[src/rtl/aftab_trap_pkg.sv]
// Shared constants for the AFTAB trap sequencer: privilege encodings, FSM
// states, interrupt priority order and tval source causes.
package aftab_trap_pkg;

  localparam logic [1:0] PRV_U = 2'b00;
  localparam logic [1:0] PRV_M = 2'b11;

  typedef enum logic {
    IDLE = 1'b0,
    REQ  = 1'b1
  } trapState_t;

  // Entry 5 is the highest priority; 16 and up follow everything listed here.
  localparam int INT_PRIO_N = 6;
  localparam logic [INT_PRIO_N-1:0][3:0] INT_PRIO =
    {4'd11, 4'd3, 4'd7, 4'd8, 4'd0, 4'd4};

  localparam logic [15:0] USER_LINE_MASK = 16'h0111;
  localparam logic [15:0] M_LINE_MASK    = 16'h0888;

  localparam int TVAL_CAUSE_PC   = 32'd0;
  localparam int TVAL_CAUSE_INST = 32'd2;
  localparam int TVAL_CAUSE_LADR = 32'd4;
  localparam int TVAL_CAUSE_SADR = 32'd6;

endpackage

[src/rtl/aftab_trap_prio_enc.sv]
// Lowest-index-wins priority encoder with a valid flag.
module aftab_trap_prio_enc #(
  parameter int W  = 8,
  parameter int IW = (W > 1) ? $clog2(W) : 1
) (
  input  logic [W-1:0]  vec,
  output logic [IW-1:0] idx,
  output logic          valid
);

  // Scan from the top so the lowest set bit is written last and wins.
  always_comb begin
    idx   = '0;
    valid = 1'b0;
    for (int i = W - 1; i >= 0; i--) begin
      idx   = vec[i] ? IW'(i) : idx;
      valid = valid | vec[i];
    end
  end

endmodule

[src/rtl/aftab_trap_sequencer.sv]
// Selects the highest-priority trap, registers it for the control unit via
// req/ack, and tracks current/previous privilege plus a taken-trap count.
module aftab_trap_sequencer
  import aftab_trap_pkg::*;
#(
  parameter int len     = 32,
  parameter int NUM_EXC = 12,
  parameter int CNT_W   = 16
) (
  input  logic               clk,
  input  logic               rstn,
  input  logic [NUM_EXC-1:0] excFlags,
  input  logic               instrBoundary,
  input  logic [len-1:0]     inst,
  input  logic [len-1:0]     outPC,
  input  logic [len-1:0]     outADR,
  input  logic [len-1:0]     mipCC,
  input  logic [len-1:0]     mieCC,
  input  logic [len-1:0]     midelegCSR,
  input  logic [len-1:0]     medelegCSR,
  input  logic               mieFieldCC,
  input  logic               uieFieldCC,
  input  logic               trapAck,
  input  logic               mret,
  input  logic               uret,
  output logic               trapReq,
  output logic [len-1:0]     causeCode,
  output logic [len-1:0]     trapValue,
  output logic [1:0]         targetPRV,
  output logic [1:0]         curPRV,
  output logic [1:0]         prevPRV,
  output logic [CNT_W-1:0]   trapCount
);

  localparam int EW = (NUM_EXC > 1) ? $clog2(NUM_EXC) : 1;
  localparam int LW = $clog2(len);
  localparam int RN = len - 16;
  localparam int RW = (RN > 1) ? $clog2(RN) : 1;

  trapState_t      state_r;
  logic [EW-1:0]   excIdx_s;
  logic            excValid_s;
  logic [RW-1:0]   resIdx_s;
  logic            resValid_s;
  logic [len-1:0]  pend_s;
  logic            mEnable_s;
  logic            uEnable_s;
  logic [15:0]     qualLow_s;
  logic [RN-1:0]   qualRes_s;
  logic [LW-1:0]   intLine_s;
  logic            intValid_s;
  logic            delegBit_s;
  logic [len-1:0]  causeNext_s;
  logic [len-1:0]  tvalNext_s;
  logic [1:0]      targetNext_s;

  assign pend_s    = mipCC & mieCC & {len{instrBoundary}};
  assign mEnable_s = (curPRV == PRV_U) | ((curPRV == PRV_M) & mieFieldCC);
  assign uEnable_s = (curPRV == PRV_U) & uieFieldCC;
  assign qualLow_s = pend_s[15:0] & ((M_LINE_MASK & {16{mEnable_s}}) |
                                     (USER_LINE_MASK & {16{uEnable_s}}));
  assign qualRes_s = pend_s[len-1:16] & {RN{mEnable_s}};

  aftab_trap_prio_enc #(.W(NUM_EXC), .IW(EW)) excEnc (
    .vec   (excFlags),
    .idx   (excIdx_s),
    .valid (excValid_s)
  );

  aftab_trap_prio_enc #(.W(RN), .IW(RW)) resEnc (
    .vec   (qualRes_s),
    .idx   (resIdx_s),
    .valid (resValid_s)
  );

  // Interrupt line pick: reserved field first, then listed lines override in rising priority.
  always_comb begin
    intValid_s = resValid_s;
    intLine_s  = resValid_s ? (LW'(resIdx_s) + LW'(16)) : '0;
    for (int k = 0; k < INT_PRIO_N; k++) begin
      intLine_s  = qualLow_s[INT_PRIO[k]] ? LW'(INT_PRIO[k]) : intLine_s;
      intValid_s = intValid_s | qualLow_s[INT_PRIO[k]];
    end
  end

  // Cause, tval and handling mode for whichever trap wins this cycle.
  always_comb begin
    causeNext_s = '0;
    tvalNext_s  = '0;
    delegBit_s  = 1'b0;
    if (excValid_s) begin
      causeNext_s = len'(excIdx_s);
      delegBit_s  = medelegCSR[LW'(excIdx_s)];
      if (excIdx_s == EW'(TVAL_CAUSE_INST)) begin
        tvalNext_s = inst;
      end else if (excIdx_s == EW'(TVAL_CAUSE_PC)) begin
        tvalNext_s = outPC;
      end else if ((excIdx_s == EW'(TVAL_CAUSE_LADR)) ||
                   (excIdx_s == EW'(TVAL_CAUSE_SADR))) begin
        tvalNext_s = outADR;
      end else begin
        tvalNext_s = '0;
      end
    end else begin
      causeNext_s = {1'b1, (len-1)'(intLine_s)};
      delegBit_s  = midelegCSR[intLine_s];
    end
    targetNext_s = ((curPRV == PRV_U) && delegBit_s) ? PRV_U : PRV_M;
  end

  // Trap handshake FSM with privilege tracking and saturating trap counter.
  always_ff @(posedge clk or negedge rstn) begin
    if (!rstn) begin
      state_r   <= IDLE;
      trapReq   <= 1'b0;
      causeCode <= '0;
      trapValue <= '0;
      targetPRV <= PRV_M;
      curPRV    <= PRV_M;
      prevPRV   <= PRV_M;
      trapCount <= '0;
    end else begin
      case (state_r)
        IDLE: begin
          if (excValid_s || intValid_s) begin
            state_r   <= REQ;
            trapReq   <= 1'b1;
            causeCode <= causeNext_s;
            trapValue <= tvalNext_s;
            targetPRV <= targetNext_s;
          end else if (mret) begin
            curPRV  <= prevPRV;
            prevPRV <= PRV_U;
          end else if (uret) begin
            curPRV <= PRV_U;
          end
        end
        REQ: begin
          if (trapAck) begin
            state_r   <= IDLE;
            trapReq   <= 1'b0;
            prevPRV   <= curPRV;
            curPRV    <= targetPRV;
            trapCount <= (trapCount == {CNT_W{1'b1}}) ? trapCount
                                                      : trapCount + CNT_W'(1);
          end
        end
        default: begin
          state_r <= IDLE;
          trapReq <= 1'b0;
        end
      endcase
    end
  end

endmodule
[config.mk]
export PLATFORM = sky130hd
export DESIGN_NAME = aftab_trap_sequencer
export DESIGN_NICKNAME = d
export VERILOG_FILES = /design/src/rtl/aftab_trap_pkg.sv /design/src/rtl/aftab_trap_prio_enc.sv /design/src/rtl/aftab_trap_sequencer.sv
export SDC_FILE = /design/constraint.sdc
export NUM_CORES = 1
export LEC_CHECK = 0
export ABC_AREA = 1
export CELL_PAD_IN_SITES_DETAIL_PLACEMENT = 0
export CELL_PAD_IN_SITES_GLOBAL_PLACEMENT = 2
export CORE_MARGIN = 3
export CORE_UTILIZATION = 17
export CTS_CLUSTER_SIZE = 12
export DETAILED_ROUTE_END_ITERATION = 8
export PLACE_DENSITY = 0.89
export SLEW_MARGIN = 25
export SYNTH_ARGS = -nofsm -noshare
export SYNTH_HDL_FRONTEND = slang
export SYNTH_SLANG_ARGS = --single-unit
[constraint.sdc]
create_clock -name clk -period 3.2 [get_ports clk]
set_input_delay 0.8 -clock clk [delete_from_list [all_inputs] [get_ports clk]]
set_output_delay 0.8 -clock clk [all_outputs]
set_load 0.01 [all_outputs]
**Word-level counts from Yosys, hierarchy flattened**

Index checks and enable logic that the tools add are counted.

- Magnitude comparators: 2
- Multiplexer cells: 61
- Bitwise logic cells: 42
- Reductions and logical operators: 10
- $add $sub $neg: 2
- Eq/ne operators: 10

Operators with widths:

| operator | count |
|---|---|
| $mux 32 | 5 |
| $mux 4 | 28 |
| $and 32x32->32 | 2 |
| $mux 5 | 7 |
| $or 1x1->1 | 33 |
| $add 16x1->16 const B | 1 |
| $and 16x16->16 | 1 |
| $eq 16x16->1 const B | 1 |
| $mux 2 | 8 |
| $and 12x12->12 | 1 |
| $or 12x9->12 | 1 |
| $reduce_and 3->1 | 3 |
| $eq 4x3->1 const B | 2 |
| $ne 2x2->1 const B | 4 |
| $pmux 2 s2 | 2 |
| $mux 1 | 7 |
| $lt 4x6->1 const B | 1 |
| $lt 5x6->1 const B | 1 |
| $add 4x5->5 const B | 1 |
| $bmux 1 s5 | 1 |
| $bmux 1 s4 | 1 |
| $eq 4x2->1 const B | 1 |
| $logic_not 4->1 | 1 |
| $pmux 1 s2 | 2 |
| 8 further kinds | 12 |

- Bits in registers: 88
- Word-level logic and storage cells: 135
- Output and inout bits: 87
- Input bits: 244

**Logic depth before layout (Yosys ltp)**

Gate-level depths: netlist of the first run.

- Depth after elaboration: 33
- Mapped depth: 26

**Cells and area by module**

Synthesis of the first run repeated with hierarchy kept, for this count alone.

- Cells, all modules: 701
- Area, all modules: 4747.1 sq um

By module, submodules not included:

| module | instances | area an instance (sq um) | cells each |
|---|---|---|---|
| aftab_trap_sequencer | 1 | 4370.4 | 617 |
| aftab_trap_prio_enc (resEnc) | 1 | 209.0 | 49 |
| aftab_trap_prio_enc (excEnc) | 1 | 167.7 | 35 |

**Worst setup path before layout of the first run**

OpenSTA, ideal clock, no wires.

- Path kind: input -> register
- From: input mieFieldCC
- To: register targetPRV[0]
- Path buffers: 1
- Arrival: 2.571 ns
- Setup slack: 0.549 ns
- Required time: 3.121 ns
- Stages: 20
- Setup time: 0.079 ns
- Cell sequence: nand3_1 -> nand2_4 -> buf_6 -> nand4_4 -> inv_2 -> nor2_2 -> nand2_2 -> nor3_4 -> nand2_4 -> nand2_4 -> nor2_4 -> nand2_2 -> o21ai_4 -> inv_2 -> nand3_1 -> nand3_1 -> nand3_1 -> nand3_1 -> nand3_2 -> a21oi_2

- Cells in the longest elaborated chain, start to end: 32

RTL lines:

| item | RTL line | RTL |
|---|---|---|
| start: declaration | aftab_trap_sequencer.sv:21 | `input logic mieFieldCC,` |
| $and 1x1->1 (*) | aftab_trap_sequencer.sv:58 | `assign mEnable_s = (curPRV == PRV_U) \| ((curPRV == PRV_M) & mieFieldCC);` |
| $or 1x1->1 (*) | aftab_trap_sequencer.sv:58 |  |
| $and 16x16->16 | aftab_trap_sequencer.sv:62 | `assign qualRes_s = pend_s[len-1:16] & {RN{mEnable_s}};` |
| $mux 4 (16 in series) | aftab_trap_prio_enc.sv:16 | `idx = vec[i] ? IW'(i) : idx;` |
| $add 4x5->5 | aftab_trap_sequencer.sv:79 | `intLine_s = resValid_s ? (LW'(resIdx_s) + LW'(16)) : '0;` |
| $mux 5 | aftab_trap_sequencer.sv:79 |  |
| $mux 5 (6 in series) | aftab_trap_sequencer.sv:81 | `intLine_s = qualLow_s[INT_PRIO[k]] ? LW'(INT_PRIO[k]) : intLine_s;` |
| $bmux 1 s5 | aftab_trap_sequencer.sv:106 | `delegBit_s = midelegCSR[intLine_s];` |
| $mux 1 (not written as such) | aftab_trap_sequencer.sv:106 |  |
| $mux 1 | aftab_trap_sequencer.sv:91 | `if (excValid_s) begin` |
| $logic_and 1x1->1 | aftab_trap_sequencer.sv:108 | `targetNext_s = ((curPRV == PRV_U) && delegBit_s) ? PRV_U : PRV_M;` |
| $mux 2 | aftab_trap_sequencer.sv:108 |  |
| end signal: assignment | aftab_trap_sequencer.sv:130 | `targetPRV <= targetNext_s;` |
| end: declaration | aftab_trap_sequencer.sv:29 | `output logic [1:0] targetPRV,` |

Every way passes the cells marked *; elsewhere a longest branch is shown, timed or not. The select of a mux whose other input is x is not followed.
A chain may end at the register's enable or synchronous reset.

**Final worst setup path of the first run**

Ends and elaborated chain as after synthesis.

==> flow_metrics.tcl, run 1 <==
set metrics [dict create \
    cts_made_buffers 9 \
    ant_nets 0 \
    drt_iter0_markers 158 \
    start_util_pct 17.6 \
    grt_use_total_pct 12.9 \
    worstMarginPinSlew_ps 675 \
    fp.dieW_um 169 \
    setup_ws_ps 125 \
    hold_buffers 0 \
    dp_hpwl_um 15200 \
    critical_path.max_stage_delay_ps 500 \
    place.port_buffers 264 \
    final_util_pct 32.5 \
    gp_congestion 0.796 \
    crit_chain "clkdlybuf4s50_1 -> nand3_4 -> nand2_4 -> nand4_1 -> and2_4 -> nand4_1 -> inv_1 -> nand2_4 -> nand2_4 -> nor2_4 -> buf_4 -> nand2_8 -> buf_4 -> nand3_1 -> nand3_1 -> nand3_1 -> nand3_1 -> nand3_1 -> nand3_2 -> a21oi_2" \
    root_buffer "clkbuf_16" \
    die-area_mm2 0.0285 \
    drt_wl_total_um 19200 \
    grt_max_degree 42 \
    clk_path_buf_depth 2 \
    drtPass1Iterations 4 \
    ys.flop_type "dfrtp_1" \
    htreeDepth 3 \
    antenna_found_initial 0 \
    worst_ep_arrival_time_ps 3340 \
    regArea_mm2 0.00153 \
    synth.ff_latch_count 61 \
    total_leakage_power_nw 3.78 \
    die_h_um 169 \
    layout-drive-gt1-share_pct 12.8 \
    fin_nets 1203 \
    syn_to_final_growth_pct 84.5 \
    synthArstFlopShare_pct 100 \
    wl_per_cell_um 14.9 \
    cts_sinks 61 \
    synth-edff-count 0 \
    coreArea_mm2 0.0256 \
    drc 0 \
    relSlewSlack_pct 55.0 \
    insertedDiodeCount 0 \
    cts_tree "yes" \
    multi_input_area_mm2 0.00261 \
    grt_pass1_vias 5392 \
    via_per_inst 4.19 \
    vias 5415 \
    yosysTopAreaCell "dfrtp_1" \
    yosysUniqueCellTypes 42 \
    dp_cells 1266 \
    finalSetupViolations 0 \
    hold_path_class "flop to flop" \
    worstSetupStartpointType "primary input" \
    instances_no_fill 1293 \
    crit_fanout 7 \
    synth_cells 649 \
    crit_type "primary input to flop" \
    fmax_mhz 325 \
    worst_ir_drop_vdd_uv 268 \
    yosys-top-cells-area "dfrtp_1 (31%), nand3_1 (15%), nand2_1 (15%), o211ai_1 (5.5%), buf_4 (4.7%)" \
    p_per_area_mw_per_mm2 638 \
    ios 331 \
    maxCapViolations 0 \
    endpoint_kind "flop" \
    worstSkewPairLatency_ps 330 \
    slew_viol_final 0 \
    cpMostUsedCell "nand3_1" \
    clk_pin_slew_worst_paths_ps 60 \
    finClkSkew_ps 7.70 \
    finalHoldViolCount 0 \
    dpl_worst_slack_ps -260 \
    syn_area_mm2 0.00451 \
    period_minus_slack_ps 3070 \
    outcome "complete, no violations" \
    worst_ep_required_time_ps 3470 \
    yosys_warnings 0 \
    synth.yosys.seq_area_share_pct 34.0 \
    period_share_pct 96.1 \
    grt.overflow.total 0 \
    final.fill_count 2737 \
    cp_slowest_cell "clkdlybuf4s50_1" \
    grt_pass1_wl_um 29300 \
    rows 58 \
    yosysTopAreaCellShare_pct 31.1 \
    synth.avg_cell_area_um2 6.94 \
]
[kinds of logic after synthesis]
kind of cell               after synthesis  synth area share [%]
AOI/OAI and AO/OA                       70                  10.4
xor gates and xnor gates                14                  2.72
adders and majority gates                1                 0.278
buffers and inverters                  116                  12.5
DFF                                     61                  34.0
other                                    1                0.0832
and+or+nand+nor                        386                  40.0
[per-layer routing]
metal | up-vias | global-route usage [%] | share of wire (%)
met3 | 17 | 3.15 | 6.3
li1 | 2762 | - | -
met1 | 2449 | 16.5 | 44
met2 | 187 | 22.0 | 49
met5 | - | 0 | 0
met4 | 0 | 3.09 | 1.3
[sequential cells by signal, indices dropped and copies added (netlist names)]
signal and cells:
state_r 1, causeCode 6, trapValue 32, targetPRV 1, curPRV 2, trapReq 1
prevPRV 2, trapCount 16
[repair_timing]
| item | CTS | global route |
|---|---|---|
| buffers inserted | 0 | 9 |
| gates resized for setup | 0 | 18 |
| setup endpoints to repair | 0 | 12 |
[layout by cell type, fill, tap and decap left out, types with 3 or more instances in the layout]
cell type | Yosys | final
nand3_1 | 136 | 133
clkbuf_16 | 0 | 9
buf_4 | 28 | 56
nand3_2 | 1 | 3
xor2_1 | 12 | 12
nand2_2 | 4 | 5
nand2_1 | 176 | 174
conb_1 | 1 | 26
nand4_1 | 21 | 21
o21ai_0 | 19 | 18
a21oi_1 | 7 | 7
dfrtp_1 | 56 | 56
nand2_8 | 0 | 3
clkdlybuf4s50_1 | 0 | 262
nand2_4 | 6 | 6
inv_2 | 4 | 4
nor2_2 | 1 | 3
nor2_1 | 25 | 23
buf_12 | 0 | 7
dfstp_2 | 5 | 5
o211ai_1 | 33 | 33
inv_1 | 54 | 54
nor3_1 | 7 | 5
clkinvlp_4 | 0 | 4
[cell type report]
cell class,instances,area share (%)
clock buffers,9,2.71
flip-flops and latches,61,18.4
well taps,330,4.97
inverters,59,2.71
repair buffers,328,38.6
multi-input cells,499,31.3
clock inverters,7,1.20
[metrics by stage]
stage                     setup TNS [ps]  hold slack, ps  total power [mW]  area (um^2)
after global placement             -4500             461              4.07         7820
after detailed placement           -4290             464              4.08         7820
after global routing               -8.69             499              5.75         8310
after floorplan                        0             504              2.65         4600
after CTS                              0             480              5.20         8140
final                                  0             477              5.31         8310
[where the power goes]
| part | total [mW] | switching (mW) | internal [mW] |
|---|---|---|---|
| clock | 1.07 | 0.390 | 0.684 |
| combinational | 2.99 | 1.50 | 1.49 |
| sequential | 1.24 | 0.183 | 1.06 |
| total | 5.31 | 2.07 | 3.23 |
[critical path, delay by kind of cell]
kind,cells,cell delay [ps]
buffers and inverters,4,890
AO/OA/AOI/OAI,1,130
AND/OR/NAND/NOR,15,1520
[final timing paths]
check                                          start                   endpoint  slack [ps]  cells past startpoint
setup reg to reg               curPRV[1]$_DFFE_PN1P_   targetPRV[0]$_DFFE_PN1P_         380                     22
min in group asynchronous                       rstn  trapValue[27]$_DFFE_PN0P_         490                      1
max in group asynchronous                       rstn      curPRV[1]$_DFFE_PN1P_        2000                      2
setup / recovery                          mieFieldCC   targetPRV[0]$_DFFE_PN1P_         130                     20
hold / removal             trapValue[23]$_DFFE_PN0P_  trapValue[23]$_DFFE_PN0P_         480                      2
hold reg to reg            trapValue[23]$_DFFE_PN0P_  trapValue[23]$_DFFE_PN0P_         480                      2
[cell usage after synthesis, types with 6 or more instances]
master,instances
buf_4,28
clkbuf_1,19
a21oi_1,7
inv_1,54
buf_2,6
nor3_1,7
o211ai_1,33
dfrtp_1,56
nand4_1,21
nand2_1,176
nor2_1,25
o21ai_0,19
nand3_1,136
xor2_1,12
nand2_4,6
No activity file was read; power rests on OpenSTA's default activity.
==> run 2: changes to the inputs <==
--- a/config.mk
+++ b/config.mk
@@ -12,7 +12,9 @@
 export CORE_UTILIZATION = 17
 export CTS_CLUSTER_SIZE = 12
 export DETAILED_ROUTE_END_ITERATION = 8
+export HOLD_SLACK_MARGIN = 0.08
 export PLACE_DENSITY = 0.89
+export SETUP_SLACK_MARGIN = 0.1
 export SLEW_MARGIN = 25
 export SYNTH_ARGS = -nofsm -noshare
 export SYNTH_HDL_FRONTEND = slang
==> flow_metrics.tcl, run 2 (synthesized netlist as in run 1, its figures left out) <==
set metrics [dict create \
    die-area_mm2 0.0285 \
    worstSkewPairLatency_ps 340 \
    reg2reg_from "curPRV[1]$_DFFE_PN1P_" \
    rsz0062_at_grt "yes" \
    clk_pin_slew_worst_paths_ps 60 \
    drc 0 \
    ios 331 \
    worstSetupStartpointType "primary input" \
    die_h_um 169 \
    grt_pass1_wl_um 29700 \
    gp_congestion 0.796 \
    dp_cells 1266 \
    fin_nets 1196 \
    htreeDepth 3 \
    clk_path_buf_depth 2 \
    power_mw 5.24 \
    layout_common_cells "clkdlybuf4s50_1 (261), nand2_1 (174), nand3_1 (134)" \
    hold_end "trapValue[23]$_DFFE_PN0P_" \
    slew_viol_final 0 \
    top_register "trapValue" \
    ant_nets 0 \
    hold_depth 2 \
    placed_area_mm2 0.00782 \
    reg.largest.list "trapValue x32, trapCount x16, causeCode x6" \
    grt.overflow.total 0 \
    total_leakage_power_nw 3.75 \
    worstMarginPinSlew_ps 674 \
    relSlewSlack_pct 55.0 \
    drtPass1Iterations 4 \
    period_share_pct 88.8 \
    instances_no_fill 1286 \
    endpoint_kind "flop" \
    coreArea_mm2 0.0256 \
    cts_made_buffers 9 \
    cts_tree "yes" \
    syn_to_final_growth_pct 83.5 \
    worst_ir_drop_vdd_uv 268 \
    largest_register_ff_count 32 \
    grt_use_total_pct 13.1 \
    fp.dieW_um 169 \
    outcome "complete, no violations" \
    fin_area_mm2 0.00827 \
    vias 5398 \
    r2r_slack_ps 440 \
    period_minus_slack_ps 2840 \
    cts_sinks 61 \
    p_per_area_mw_per_mm2 634 \
    drt_iter0_markers 165 \
    drt_wl_total_um 19300 \
    setup_ws_ps 358 \
    crit_type "primary input to flop" \
    fmax_mhz 352 \
    finClkSkew_ps 7.92 \
    layout-drive-gt1-share_pct 12.2 \
    start_util_pct 17.6 \
    maxCapViolations 0 \
    final.fill_count 2740 \
    insertedDiodeCount 0 \
    timing.rr.end "targetPRV[0]$_DFFE_PN1P_" \
    worst_ep_required_time_ps 3470 \
    hold_path_class "flop to flop" \
    rows 58 \
    root_buffer "clkbuf_16" \
    dp_hpwl_um 15200 \
    final_util_pct 32.3 \
    finalHoldViolCount 0 \
    place.port_buffers 264 \
    dpl_worst_slack_ps -260 \
    final_common_cell "clkdlybuf4s50_1" \
    grt_pass1_vias 5436 \
    hold_path.startpoint "trapValue[23]$_DFFE_PN0P_" \
    via_per_inst 4.20 \
    finalSetupViolations 0 \
    wl_per_cell_um 15.0 \
    crit_fanout 6 \
    worst_ep_arrival_time_ps 3110 \
    rr_worst_depth 21 \
    antenna_found_initial 0 \
    grt_max_degree 42 \
]
==> run 2: cell types whose count changed in the layout (fill, tap and decap cells not counted), sizes merged <==
cell and delta:
dlymetal6s2s +1, nand2 +1, clkdlybuf4s50 -1, buf -8
==> run 2: final cells by class <==
type / instances / area (um^2) / area share [%]
clock buffers: 9 / 225 / 2.72
inverters: 59 / 225 / 2.72
repair buffers: 320 / 3160 / 38.2
clock inverters: 7 / 100 / 1.21
flip-flops and latches: 61 / 1530 / 18.5
multi-input cells: 500 / 2610 / 31.6
well taps: 330 / 413 / 4.99
==> run 2: timing repair <==
action                     CTS  global route
resized for setup            3            18
pin swaps                    2            10
gates cloned                 3             0
setup endpoints to repair    1            40
setup buffers                0             1
hold buffers                 0             0
==> run 2: per-layer routing <==
layer	vias up	track usage, %	wire, um
met5	-	0	0
met4	0	3.27	306
met3	20	3.15	1220
li1	2751	-	-
met1	2449	16.8	8430
met2	178	22.3	9340
==> run 2: power by group <==
part / switching [mW] / total (mW) / internal, mW
Sequential: 0.183 / 1.24 / 1.06
Combinational: 1.50 / 2.93 / 1.42
Clock: 0.390 / 1.07 / 0.684
==> run 2: metrics by stage <==
stage	TNS (ps)	hold WS [ps]
4_1_cts	0	480
3_3_place_gp	-4500	461
2_1_floorplan	0	504
6_report	0	477
5_1_grt	0	499
3_5_place_dp	-4290	464
==> run 2: how the worst max path moves through the flow <==
stage	depth (start not counted)	end	startpoint
floorplan	20	targetPRV[0]$_DFFE_PN1P_	mieFieldCC
global placement	23	targetPRV[0]$_DFFE_PN1P_	mieFieldCC
detailed placement	23	targetPRV[0]$_DFFE_PN1P_	mieFieldCC
CTS	19	targetPRV[0]$_DFFE_PN1P_	mieFieldCC
global route	18	targetPRV[0]$_DFFE_PN1P_	excFlags[11]
finish	18	targetPRV[0]$_DFFE_PN1P_	excFlags[11]
==> run 2: critical path, cell delays in order <==
cell	delay, ps
clkdlybuf4s50_1	510
inv_1	50
o21bai_1	150
a21oi_2	80
o21ai_0	160
nand2_1	90
nand2_1	60
nand2_1	50
nand2_1	50
nand2_1	120
clkinvlp_4	180
buf_4	150
nor2_1	40
o21ai_0	220
nand2_1	80
nand4_1	110
a21oi_2	60
a21oi_2	130
==> run 3: changes to the inputs <==
--- a/config.mk
+++ b/config.mk
@@ -8,6 +8,7 @@
 export ABC_AREA = 1
 export CELL_PAD_IN_SITES_DETAIL_PLACEMENT = 0
 export CELL_PAD_IN_SITES_GLOBAL_PLACEMENT = 2
+export CORE_ASPECT_RATIO = 1.75
 export CORE_MARGIN = 3
 export CORE_UTILIZATION = 17
 export CTS_CLUSTER_SIZE = 12
==> flow_metrics.tcl, run 3 (synthesized netlist as in run 1, its figures left out) <==
set metrics [dict create \
    fin_nets 1200 \
    top_register "trapValue" \
    finalHoldViolCount 0 \
    timing.rr.end "targetPRV[0]$_DFFE_PN1P_" \
    place.port_buffers 264 \
    largest_register_ff_count 32 \
    worstMarginPinSlew_ps 515 \
    hold_buffers 0 \
    start_util_pct 17.3 \
    grt.overflow.total 0 \
    r2r_slack_ps 240 \
    total_leakage_power_nw 3.95 \
    fmax_mhz 338 \
    dp_cells 1244 \
    maxCapViolations 0 \
    clk_pin_slew_worst_paths_ps 60 \
    reg.largest.list "trapValue x32, trapCount x16, causeCode x6" \
    die_h_um 221 \
    worst_ep_arrival_time_ps 3220 \
    cts_tree "yes" \
    cts_sinks 61 \
    via_per_inst 4.33 \
    layout-drive-gt1-share_pct 16.4 \
    worstSetupStartpointType "flop" \
    hold_path_class "primary input to async pin" \
    vias 5537 \
    worst_ep_required_time_ps 3460 \
    rsz0062_at_grt "no" \
    gp_congestion 0.797 \
    rr_worst_depth 22 \
    crit_type "flop to flop" \
    instances_no_fill 1280 \
    dp_hpwl_um 15600 \
    drc 0 \
    final.fill_count 2730 \
    clk_path_buf_depth 2 \
    finalSetupViolations 0 \
    ant_nets 0 \
    ios 331 \
    p_int_mw 3.41 \
    grt_pass1_vias 5633 \
    insertedDiodeCount 0 \
    endpoint_kind "flop" \
    pwr-share-comb_pct 60.2 \
    seq_power_share_pct 22.2 \
    fp.dieW_um 129 \
    final_common_cell "clkdlybuf4s50_1" \
    drt_iter0_markers 202 \
    finalSetupTns_ps 0 \
    layout_common_cells "clkdlybuf4s50_1 (251), nand2_1 (170), nand3_1 (104)" \
    outcome "complete, no violations" \
    grt_pass1_wl_um 29900 \
    relSlewSlack_pct 65.7 \
    syn_to_final_growth_pct 88.7 \
    rows 78 \
    finClkSkew_ps 8.69 \
    worstSkewPairLatency_ps 330 \
    crit_fanout 8 \
    power.switching_mw 2.23 \
    worst_ir_drop_vdd_uv 285 \
    wl_per_cell_um 15.6 \
    p_per_area_mw_per_mm2 664 \
    period_share_pct 92.4 \
    antenna_found_initial 0 \
    root_buffer "clkbuf_16" \
    coreArea_mm2 0.0261 \
    htreeDepth 3 \
    drtPass1Iterations 4 \
    cts_made_buffers 9 \
    power_mw 5.64 \
    grt_use_total_pct 13.3 \
    clkPwrFrac_pct 17.6 \
    slew_viol_final 0 \
    drt_wl_total_um 20000 \
    grt_max_degree 65 \
    reg2reg_from "curPRV[1]$_DFFE_PN1P_" \
    period_minus_slack_ps 2960 \
    swShare_pct 39.6 \
    die-area_mm2 0.0286 \
]
==> run 3: layout make-up <==
cell class	count	area, um^2	area share (%)
sequential	61	1530	18.0
tap	320	400	4.71
clock buffer	9	225	2.65
inverter	59	221	2.60
timing repair buffer	327	3310	39.0
clock inverter	7	73.8	0.868
multi-input combinational	497	2730	32.2
==> run 3: worst max-delay path, cell delays in order, from the launching register on <==
cell and delay [ps]:
dfstp_2 590, inv_1 100, nand2_4 100, nand2_4 80, buf_12 140, buf_4 140, nand4_1 130, nand2_2 90
nor3_4 240, nand2_4 80, nand2_4 80, nor2_4 50, buf_12 120, nand2_8 100, nand2_8 80, buf_6 140
nand2_1 70, nand3_2 80, nand3_2 90, nand3_2 70, nand3_2 80, nand3_2 90, a21oi_2 140
==> run 3: timing repair <==
action,in CTS,in global routing
setup endpoints to repair,4,44
gates cloned,0,2
resized for setup,8,69
buffers inserted,4,14
pin swaps,6,49
==> run 3: routing by layer <==
metal | routed length (um) | global-route usage, % | vias to the layer above | part of all wire [%]
li1 | - | - | 2749 | -
met1 | 7300 | 13.9 | 2559 | 36
met2 | 11300 | 26.6 | 207 | 57
met3 | 1050 | 2.37 | 22 | 5.2
met4 | 323 | 2.98 | 0 | 1.6
met5 | 0 | 0 | - | 0
==> run 3: worst max path at each step <==
stage	depth (start not counted)	slack, ps	to	start
floorplan	20	550	targetPRV[0]$_DFFE_PN1P_	mieFieldCC
global placement	22	-280	targetPRV[0]$_DFFE_PN1P_	instrBoundary
detailed placement	22	-290	targetPRV[0]$_DFFE_PN1P_	instrBoundary
CTS	18	100	targetPRV[0]$_DFFE_PN1P_	instrBoundary
global route	22	80	targetPRV[0]$_DFFE_PN1P_	curPRV[1]$_DFFE_PN1P_
finish	22	240	targetPRV[0]$_DFFE_PN1P_	curPRV[1]$_DFFE_PN1P_
==> run 3: power by group through the flow <==
stage / sequential [mW] / clock [mW] / combinational, mW
3_3_place_gp: 1.26 / 0 / 2.86
6_report: 1.25 / 0.992 / 3.40
5_1_grt: 1.29 / 1.07 / 3.72
4_1_cts: 1.26 / 1.04 / 2.96
2_1_floorplan: 1.35 / 0 / 1.30
3_5_place_dp: 1.26 / 0 / 2.88
==> run 3: metrics by stage <==
stage / setup WS, ps / hold slack, ps / utilization (%) / cell area, um^2
detailed placement: -288 / 465 / 29.6 / 7720
floorplan: 549 / 504 / - / 4600
finish: 242 / 477 / 32.6 / 8500
CTS: 97.0 / 475 / 31.1 / 8090
global placement: -283 / 463 / 29.6 / 7720
global route: 83.8 / 496 / 32.6 / 8500
